$ cat src/rtl/strip_allocator_if.sv
// Bundle of signals between the strip allocator, the strip-ID ROM and the placement controller.
// The slave modport is the allocator; the master modport is the environment that also plays the ROM.
interface strip_allocator_if #(
    parameter int NUM_STRIPS = 13
);
    logic                  req_valid;
    logic [4:0]            req_height;
    logic                  req_ready;
    logic [3:0]            rom_addr;
    logic                  rom_en;
    logic [3:0]            rom_id1;
    logic [3:0]            rom_id2;
    logic [3:0]            rom_id3;
    logic                  grant_valid;
    logic                  grant_ok;
    logic [3:0]            grant_id;
    logic                  rel_valid;
    logic [3:0]            rel_id;
    logic [NUM_STRIPS-1:0] occupancy;
    logic [3:0]            free_count;

    modport master (
        output req_valid, req_height, rel_valid, rel_id, rom_id1, rom_id2, rom_id3,
        input  req_ready, rom_addr, rom_en, grant_valid, grant_ok, grant_id, occupancy, free_count
    );

    modport slave (
        input  req_valid, req_height, rel_valid, rel_id, rom_id1, rom_id2, rom_id3,
        output req_ready, rom_addr, rom_en, grant_valid, grant_ok, grant_id, occupancy, free_count
    );
endinterface

$ cat src/rtl/strip_allocator.sv
// Maps a placement height to a strip-ID ROM address, grants the first free candidate strip
// from the ROM's three priority-ordered IDs, and tracks strip occupancy with releases.
module strip_allocator #(
    parameter int NUM_STRIPS = 13,
    parameter int H_MIN      = 4,
    parameter int H_MAX      = 16,
    parameter int H_SAT      = 13
) (
    input  logic               clk,
    input  logic               rst,
    strip_allocator_if.slave   bus
);
    typedef enum logic [1:0] {
        S_IDLE,
        S_FETCH,
        S_CHECK
    } state_t;

    localparam logic [4:0]            H_MIN_V   = 5'(H_MIN);
    localparam logic [4:0]            H_MAX_V   = 5'(H_MAX);
    localparam logic [4:0]            H_SAT_V   = 5'(H_SAT);
    localparam logic [3:0]            SAT_ADDR  = 4'(H_SAT - H_MIN);
    localparam logic [3:0]            ID_LIMIT  = 4'(NUM_STRIPS);
    localparam logic [3:0]            NO_ID     = 4'hD;
    localparam logic [3:0]            ALL_FREE  = 4'(NUM_STRIPS);
    localparam logic [NUM_STRIPS-1:0] ONE       = NUM_STRIPS'(1);

    state_t                r_state;
    logic                  r_req_ready;
    logic                  r_rom_en;
    logic [3:0]            r_rom_addr;
    logic                  r_grant_valid;
    logic                  r_grant_ok;
    logic [3:0]            r_grant_id;
    logic [NUM_STRIPS-1:0] r_occ;
    logic [3:0]            r_free_count;

    logic                  w_accept;
    logic                  w_height_legal;
    logic [3:0]            w_map_addr;
    logic [NUM_STRIPS-1:0] w_rel_mask;
    logic [NUM_STRIPS-1:0] w_eff_occ;
    logic                  w_sel_found;
    logic [3:0]            w_sel_id;
    logic [NUM_STRIPS-1:0] w_next_occ;
    logic [3:0]            w_next_free;

    function automatic logic cand_free(input logic [3:0] id, input logic [NUM_STRIPS-1:0] occ);
        return (id < ID_LIMIT) && ((occ & (ONE << id)) == '0);
    endfunction

    assign w_accept       = bus.req_valid && r_req_ready;
    assign w_height_legal = (bus.req_height >= H_MIN_V) && (bus.req_height <= H_MAX_V);
    assign w_map_addr     = (bus.req_height >= H_SAT_V) ? SAT_ADDR : 4'(bus.req_height - H_MIN_V);

    // A strip released on the allocation edge is already free for that allocation.
    assign w_rel_mask = (bus.rel_valid && (bus.rel_id < ID_LIMIT)) ? (ONE << bus.rel_id) : '0;
    assign w_eff_occ  = r_occ & ~w_rel_mask;

    always_comb begin
        // NOTE: every output of a combinational block gets a default first so no latch is inferred.
        w_sel_found = 1'b1;
        w_sel_id    = bus.rom_id1;
        if (cand_free(bus.rom_id1, w_eff_occ)) begin
            w_sel_id = bus.rom_id1;
        end else if (cand_free(bus.rom_id2, w_eff_occ)) begin
            w_sel_id = bus.rom_id2;
        end else if (cand_free(bus.rom_id3, w_eff_occ)) begin
            w_sel_id = bus.rom_id3;
        end else begin
            w_sel_found = 1'b0;
            w_sel_id    = NO_ID;
        end
    end

    always_comb begin
        w_next_occ = w_eff_occ;
        if ((r_state == S_CHECK) && w_sel_found) begin
            w_next_occ = w_eff_occ | (ONE << w_sel_id);
        end
    end

    // free_count is registered alongside occupancy so both change on the same edge.
    always_comb begin
        w_next_free = '0;
        for (int i = 0; i < NUM_STRIPS; i++) begin
            w_next_free = w_next_free + {3'b000, ~w_next_occ[i]};
        end
    end

    always_ff @(posedge clk) begin
        // NOTE: sequential state uses non-blocking assignments so every register sees pre-edge values.
        if (rst) begin
            r_state       <= S_IDLE;
            r_req_ready   <= 1'b1;
            r_rom_en      <= 1'b0;
            r_rom_addr    <= '0;
            r_grant_valid <= 1'b0;
            r_grant_ok    <= 1'b0;
            r_grant_id    <= NO_ID;
            r_occ         <= '0;
            r_free_count  <= ALL_FREE;
        end else begin
            r_grant_valid <= 1'b0;
            r_occ         <= w_next_occ;
            r_free_count  <= w_next_free;
            case (r_state)
                S_IDLE: begin
                    if (w_accept) begin
                        if (w_height_legal) begin
                            r_rom_addr  <= w_map_addr;
                            r_rom_en    <= 1'b1;
                            r_req_ready <= 1'b0;
                            r_state     <= S_FETCH;
                        end else begin
                            r_grant_valid <= 1'b1;
                            r_grant_ok    <= 1'b0;
                            r_grant_id    <= NO_ID;
                        end
                    end
                end
                S_FETCH: begin
                    r_rom_en <= 1'b0;
                    r_state  <= S_CHECK;
                end
                S_CHECK: begin
                    r_grant_valid <= 1'b1;
                    r_grant_ok    <= w_sel_found;
                    r_grant_id    <= w_sel_id;
                    r_req_ready   <= 1'b1;
                    r_state       <= S_IDLE;
                end
                default: begin
                    r_rom_en    <= 1'b0;
                    r_req_ready <= 1'b1;
                    r_state     <= S_IDLE;
                end
            endcase
        end
    end

    assign bus.req_ready   = r_req_ready;
    assign bus.rom_en      = r_rom_en;
    assign bus.rom_addr    = r_rom_addr;
    assign bus.grant_valid = r_grant_valid;
    assign bus.grant_ok    = r_grant_ok;
    assign bus.grant_id    = r_grant_id;
    assign bus.occupancy   = r_occ;
    assign bus.free_count  = r_free_count;
endmodule

$ cat src/flat_wrapper.sv
// flat-port wrapper written by rule: the top's interface ports become plain ports
module strip_allocator_flat 
#(
    parameter int NUM_STRIPS = 13,
    parameter int H_MIN      = 4,
    parameter int H_MAX      = 16,
    parameter int H_SAT      = 13
)
  (clk, rst, bus_req_valid, bus_req_height, bus_rel_valid, bus_rel_id, bus_rom_id1, bus_rom_id2, bus_rom_id3, bus_req_ready, bus_rom_addr, bus_rom_en, bus_grant_valid, bus_grant_ok, bus_grant_id, bus_occupancy, bus_free_count);
  strip_allocator_if #(.NUM_STRIPS(NUM_STRIPS)) bus_i ();
  input  logic clk;
  input  logic rst;
  input wire logic [$bits(bus_i.req_valid)-1:0] bus_req_valid;
  input wire logic [$bits(bus_i.req_height)-1:0] bus_req_height;
  input wire logic [$bits(bus_i.rel_valid)-1:0] bus_rel_valid;
  input wire logic [$bits(bus_i.rel_id)-1:0] bus_rel_id;
  input wire logic [$bits(bus_i.rom_id1)-1:0] bus_rom_id1;
  input wire logic [$bits(bus_i.rom_id2)-1:0] bus_rom_id2;
  input wire logic [$bits(bus_i.rom_id3)-1:0] bus_rom_id3;
  output wire logic [$bits(bus_i.req_ready)-1:0] bus_req_ready;
  output wire logic [$bits(bus_i.rom_addr)-1:0] bus_rom_addr;
  output wire logic [$bits(bus_i.rom_en)-1:0] bus_rom_en;
  output wire logic [$bits(bus_i.grant_valid)-1:0] bus_grant_valid;
  output wire logic [$bits(bus_i.grant_ok)-1:0] bus_grant_ok;
  output wire logic [$bits(bus_i.grant_id)-1:0] bus_grant_id;
  output wire logic [$bits(bus_i.occupancy)-1:0] bus_occupancy;
  output wire logic [$bits(bus_i.free_count)-1:0] bus_free_count;
  assign bus_i.req_valid = bus_req_valid;
  assign bus_i.req_height = bus_req_height;
  assign bus_i.rel_valid = bus_rel_valid;
  assign bus_i.rel_id = bus_rel_id;
  assign bus_i.rom_id1 = bus_rom_id1;
  assign bus_i.rom_id2 = bus_rom_id2;
  assign bus_i.rom_id3 = bus_rom_id3;
  assign bus_req_ready = bus_i.req_ready;
  assign bus_rom_addr = bus_i.rom_addr;
  assign bus_rom_en = bus_i.rom_en;
  assign bus_grant_valid = bus_i.grant_valid;
  assign bus_grant_ok = bus_i.grant_ok;
  assign bus_grant_id = bus_i.grant_id;
  assign bus_occupancy = bus_i.occupancy;
  assign bus_free_count = bus_i.free_count;
  strip_allocator #(.NUM_STRIPS(NUM_STRIPS), .H_MIN(H_MIN), .H_MAX(H_MAX), .H_SAT(H_SAT)) u_core (.clk(clk), .rst(rst), .bus(bus_i));
endmodule
$ cat config.mk
export PLATFORM = sky130hd
export DESIGN_NAME = strip_allocator_flat
export DESIGN_NICKNAME = d
export VERILOG_FILES = /design/src/rtl/strip_allocator_if.sv /design/src/rtl/strip_allocator.sv /design/src/flat_wrapper.sv
export SDC_FILE = /design/constraint.sdc
export NUM_CORES = 1
export LEC_CHECK = 0
export CAP_MARGIN = 20
export CORE_MARGIN = 2
export CORE_UTILIZATION = 30
export CTS_BUF_LIST = sky130_fd_sc_hd__clkbuf_8 sky130_fd_sc_hd__clkbuf_16
export DETAILED_ROUTE_END_ITERATION = 8
export PLACE_DENSITY = 0.6
export SETUP_SLACK_MARGIN = 0.05
export SLEW_MARGIN = 10
export SYNTH_ARGS = -nofsm -noshare
export SYNTH_HDL_FRONTEND = slang
export SYNTH_SLANG_ARGS = --single-unit
$ cat constraint.sdc
create_clock -name clk -period 18 [get_ports clk]
set_input_delay 2.7 -clock clk [delete_from_list [all_inputs] [get_ports clk]]
set_output_delay 2.7 -clock clk [all_outputs]
set_load 0.005 [all_outputs]
==> metrics.md <==
| Metric | Value |
|---|---|
| Status | finished, final reports clean |
| CP arrival | 9560 ps |
| Worst Hold Class | reg -> reg |
| Antenna Diode Count | 0 |
| Clock buffer depth | 2 |
| Yosys warning count | 0 |
| Worst-path clk slew | 70 ps |
| Mapped Nets | 339 |
| DP Wirelength | 6040 um |
| Setup ws final | 8600 ps |
| Worst slew margin | 32.6% |
| Worst r2r src | u_core.bus.occupancy[1]$_SDFF_PP0_ |
| Antenna Nets Post-Route | 0 |
| Wirelength, routed | 8070 um |
| Ys async rst share | 0% |
| Commonest cells post-synth | 31 x dfxtp_1, 28 x nor2_1, 18 x inv_1 |
| Cts repair resizes | 0 |
| Reg-to-reg endpoint | u_core.bus.free_count[2]$_SDFF_PP1_ |
| Fillers | 826 |
| Hold Vio Cnt, Final | 0 |
| Gr ovfl total | 0 |
| Worst slack at placement | 8430 ps |
| Buffers on Ports | 53 |
| First-pass GRT wire length | 12400 um |
| Post-synth EDFFs | 0 |
| Drt via density | 5.89 |
| Die width | 95.2 um |
| Avg Synthesized Cell Area | 8.40 um^2 |
| Crit-path max FO | 15 |
| Max Clk Rate | 106 MHz |
| Required time worst endpoint | 18160 ps |
| Area growth from synthesis to layout | 28.6% |
| Io pins | 54 |
| Largest net degree at the start of global routing | 27 |
| Top cells by area, synth | dfxtp_1 25%, fa_1 5.6%, ha_1 5.0% |
| H-tree lvl count | 2 |
| Max Transition Viols Final | 0 |
| Post-CTS setup buffer count | 0 |
| Main synth FF type | dfxtp_1 |
| Post-route DRC | 0 |
| CTS tree | done |
| Core area | 8130 um^2 |
| Setup tns final | 0 ps |
| Vias in the first global route | 2433 |
| Root Driver | clkbuf_8 |
| Hold Buf Count CTS | 0 |
| 1st-iter DRT viols | 149 |
| Worst setup SP type | input pin |
| Register area share after synthesis | 24.9% |
| Top-count cell post-synth | dfxtp_1 |
| Clock Latency Late Sink | 280 ps |
| Post-Syn Instances | 297 |
| Worst Setup EP | u_core.bus.free_count[2]$_SDFF_PP1_ |
| Via count | 2632 |
| Final Wtd Congestion | 0.977 |
| Finished Layout Cells | 447 |
| Crit end category | register |
| Fin nets | 383 |
| Worst VDD drop | 0.0333 mV |
| Transition time of the tightest slew-check pin | 1000 ps |
| Die Height | 95.2 um |
| Sink Count | 31 |
| Synth area leader | dfxtp_1 |
| Total track usage | 17.7% |
| Initial Utilization | 30.7% |
| Crit Path Category | in -> reg |
| CTS Buf Count | 5 |
| RSZ-0062 raised after global routing | false |
| R2R setup slack | 11750 ps |
| Initial DRT Pass Iterations | 5 |
| Power density cells | 59.0 nW/um^2 |
| Critical path origin | bus_rel_id[2] |
| Register bit count reported by yosys | 31 |
| Placed insts | 439 |
| Wire per inst | 18.1 um |
| Cell Area, Synth | 2490 um^2 |
| Period utilization | 52.2% |
| Fin Clk Skew | 6.43 ps |
| Yosys cell types | 64 |
| Die ar. | 9060 um^2 |
| Initial antenna violation count | 0 |
| Static leakage | 1.12 nW |
| Top cell type's share of synthesized area | 24.9% |
| Row cnt | 33 |
| Max-Cap Viols | 0 |
| Hold depth | 2 |
| Setup violators final | 0 |
| Share of layout cells above drive strength 1 | 7.60% |
| Reg2reg path depth | 17 |
| Tmin final | 9400 ps |
-- per-stage QoR --
step	hold WS, ps	util [%]	instance area (um^2)	power [mW]
3_3_place_gp	454	38.0	3090	0.118
2_1_floorplan	450	-	2490	0.0999
5_1_grt	489	39.4	3210	0.198
4_1_cts	466	39.4	3210	0.190
6_report	457	39.4	3210	0.189
3_5_place_dp	455	38.0	3090	0.118
-- report_power, final --
group | leakage [nW] | switching, mW | internal, mW
Sequential | 0.251 | 0.00134 | 0.0711
Combinational | 0.810 | 0.0266 | 0.0178
Clock | 0.0612 | 0.0274 | 0.0448
Total | 1.12 | 0.0554 | 0.134
-- cell type report --
class | count | area, um^2 | share of cell area, %
Multi-Input combinational cell | 230 | 1730 | 53.9
Sequential cell | 31 | 621 | 19.4
Timing Repair Buffer | 54 | 538 | 16.8
Tap cell | 105 | 131 | 4.10
Clock buffer | 6 | 82.6 | 2.58
Inverter | 19 | 71.3 | 2.22
Clock inverter | 2 | 35.0 | 1.09
-- cell usage in the layout, fill, tap and decap left out, types with 3 or more instances in the layout --
cell type        synthesis  layout
clkdlybuf4s50_1          0      53
dfxtp_1                 31      31
nor2_1                  28      28
inv_1                   18      18
o21ai_0                 17      17
o211ai_1                15      15
nand2_1                 14      14
o2111ai_1               13      13
a21oi_1                 11      11
ha_1                    10      10
o31a_1                   8       8
nand2b_1                 7       7
fa_1                     7       7
nand3_1                  6       6
nor2b_1                  6       6
a31oi_1                  6       6
o32ai_1                  6       6
clkbuf_8                 0       6
a211oi_1                 5       5
nor3_1                   5       5
a311oi_1                 4       4
o21ai_1                  4       4
o31ai_1                  4       4
nand3b_1                 3       3
o41ai_2                  3       3
and2_1                   3       3
-- flip-flops by register name, summed over array words and instances (netlist names) --
signal,flops
u_core.r_state,2
u_core.bus.grant_ok,1
u_core.bus.free_count,4
u_core.bus.grant_id,4
u_core.bus.req_ready,1
u_core.bus.rom_addr,4
u_core.bus.rom_en,1
u_core.bus.occupancy,13
u_core.bus.grant_valid,1
-- critical path: stages --
cell and delay, ps:
clkdlybuf4s50_1 470, nand3b_1 580, o21ai_0 730, mux2i_1 170
nand3_1 120, nand3_1 160, o311a_1 370, or4_1 720
o31a_1 310, ha_1 310, fa_1 510, fa_1 520
fa_1 520, fa_1 550, ha_1 180, inv_1 60
fa_1 370, xor2_1 140, nand2_1 70
-- logic make-up after synthesis --
logic type      Yosys count  synth area share (%)
compound gates          123                  39.3
flops                    31                  24.9
mux                       1                 0.401
simple gates             87                  18.2
fa+ha+maj                17                  10.6
xor+xnor                  2                 0.703
buf+inv                  36                  5.82
-- routing by layer --
| layer | GRT usage, % | share of wire, % | vias up |
|---|---|---|---|
| li1 | - | - | 1236 |
| met2 | 30.1 | 47 | 110 |
| met1 | 23.3 | 45 | 1274 |
| met4 | 3.99 | 1.1 | 0 |
| met5 | 0 | 0 | - |
| met3 | 3.16 | 7.1 | 12 |
-- worst min path at each step --
stage,start,to,slack (ps)
6_report,u_core.bus.rom_en$_SDFFE_PP0P_,u_core.bus.rom_en$_SDFFE_PP0P_,460
5_1_grt,u_core.bus.grant_ok$_SDFFE_PP0P_,u_core.bus.grant_ok$_SDFFE_PP0P_,490
4_1_cts,u_core.bus.rom_en$_SDFFE_PP0P_,u_core.bus.rom_en$_SDFFE_PP0P_,470
3_5_place_dp,u_core.bus.rom_en$_SDFFE_PP0P_,u_core.bus.rom_en$_SDFFE_PP0P_,450
3_3_place_gp,u_core.bus.rom_en$_SDFFE_PP0P_,u_core.bus.rom_en$_SDFFE_PP0P_,450
2_1_floorplan,u_core.bus.rom_en$_SDFFE_PP0P_,u_core.bus.rom_en$_SDFFE_PP0P_,450
No activity file was read; power rests on OpenSTA's default activity.
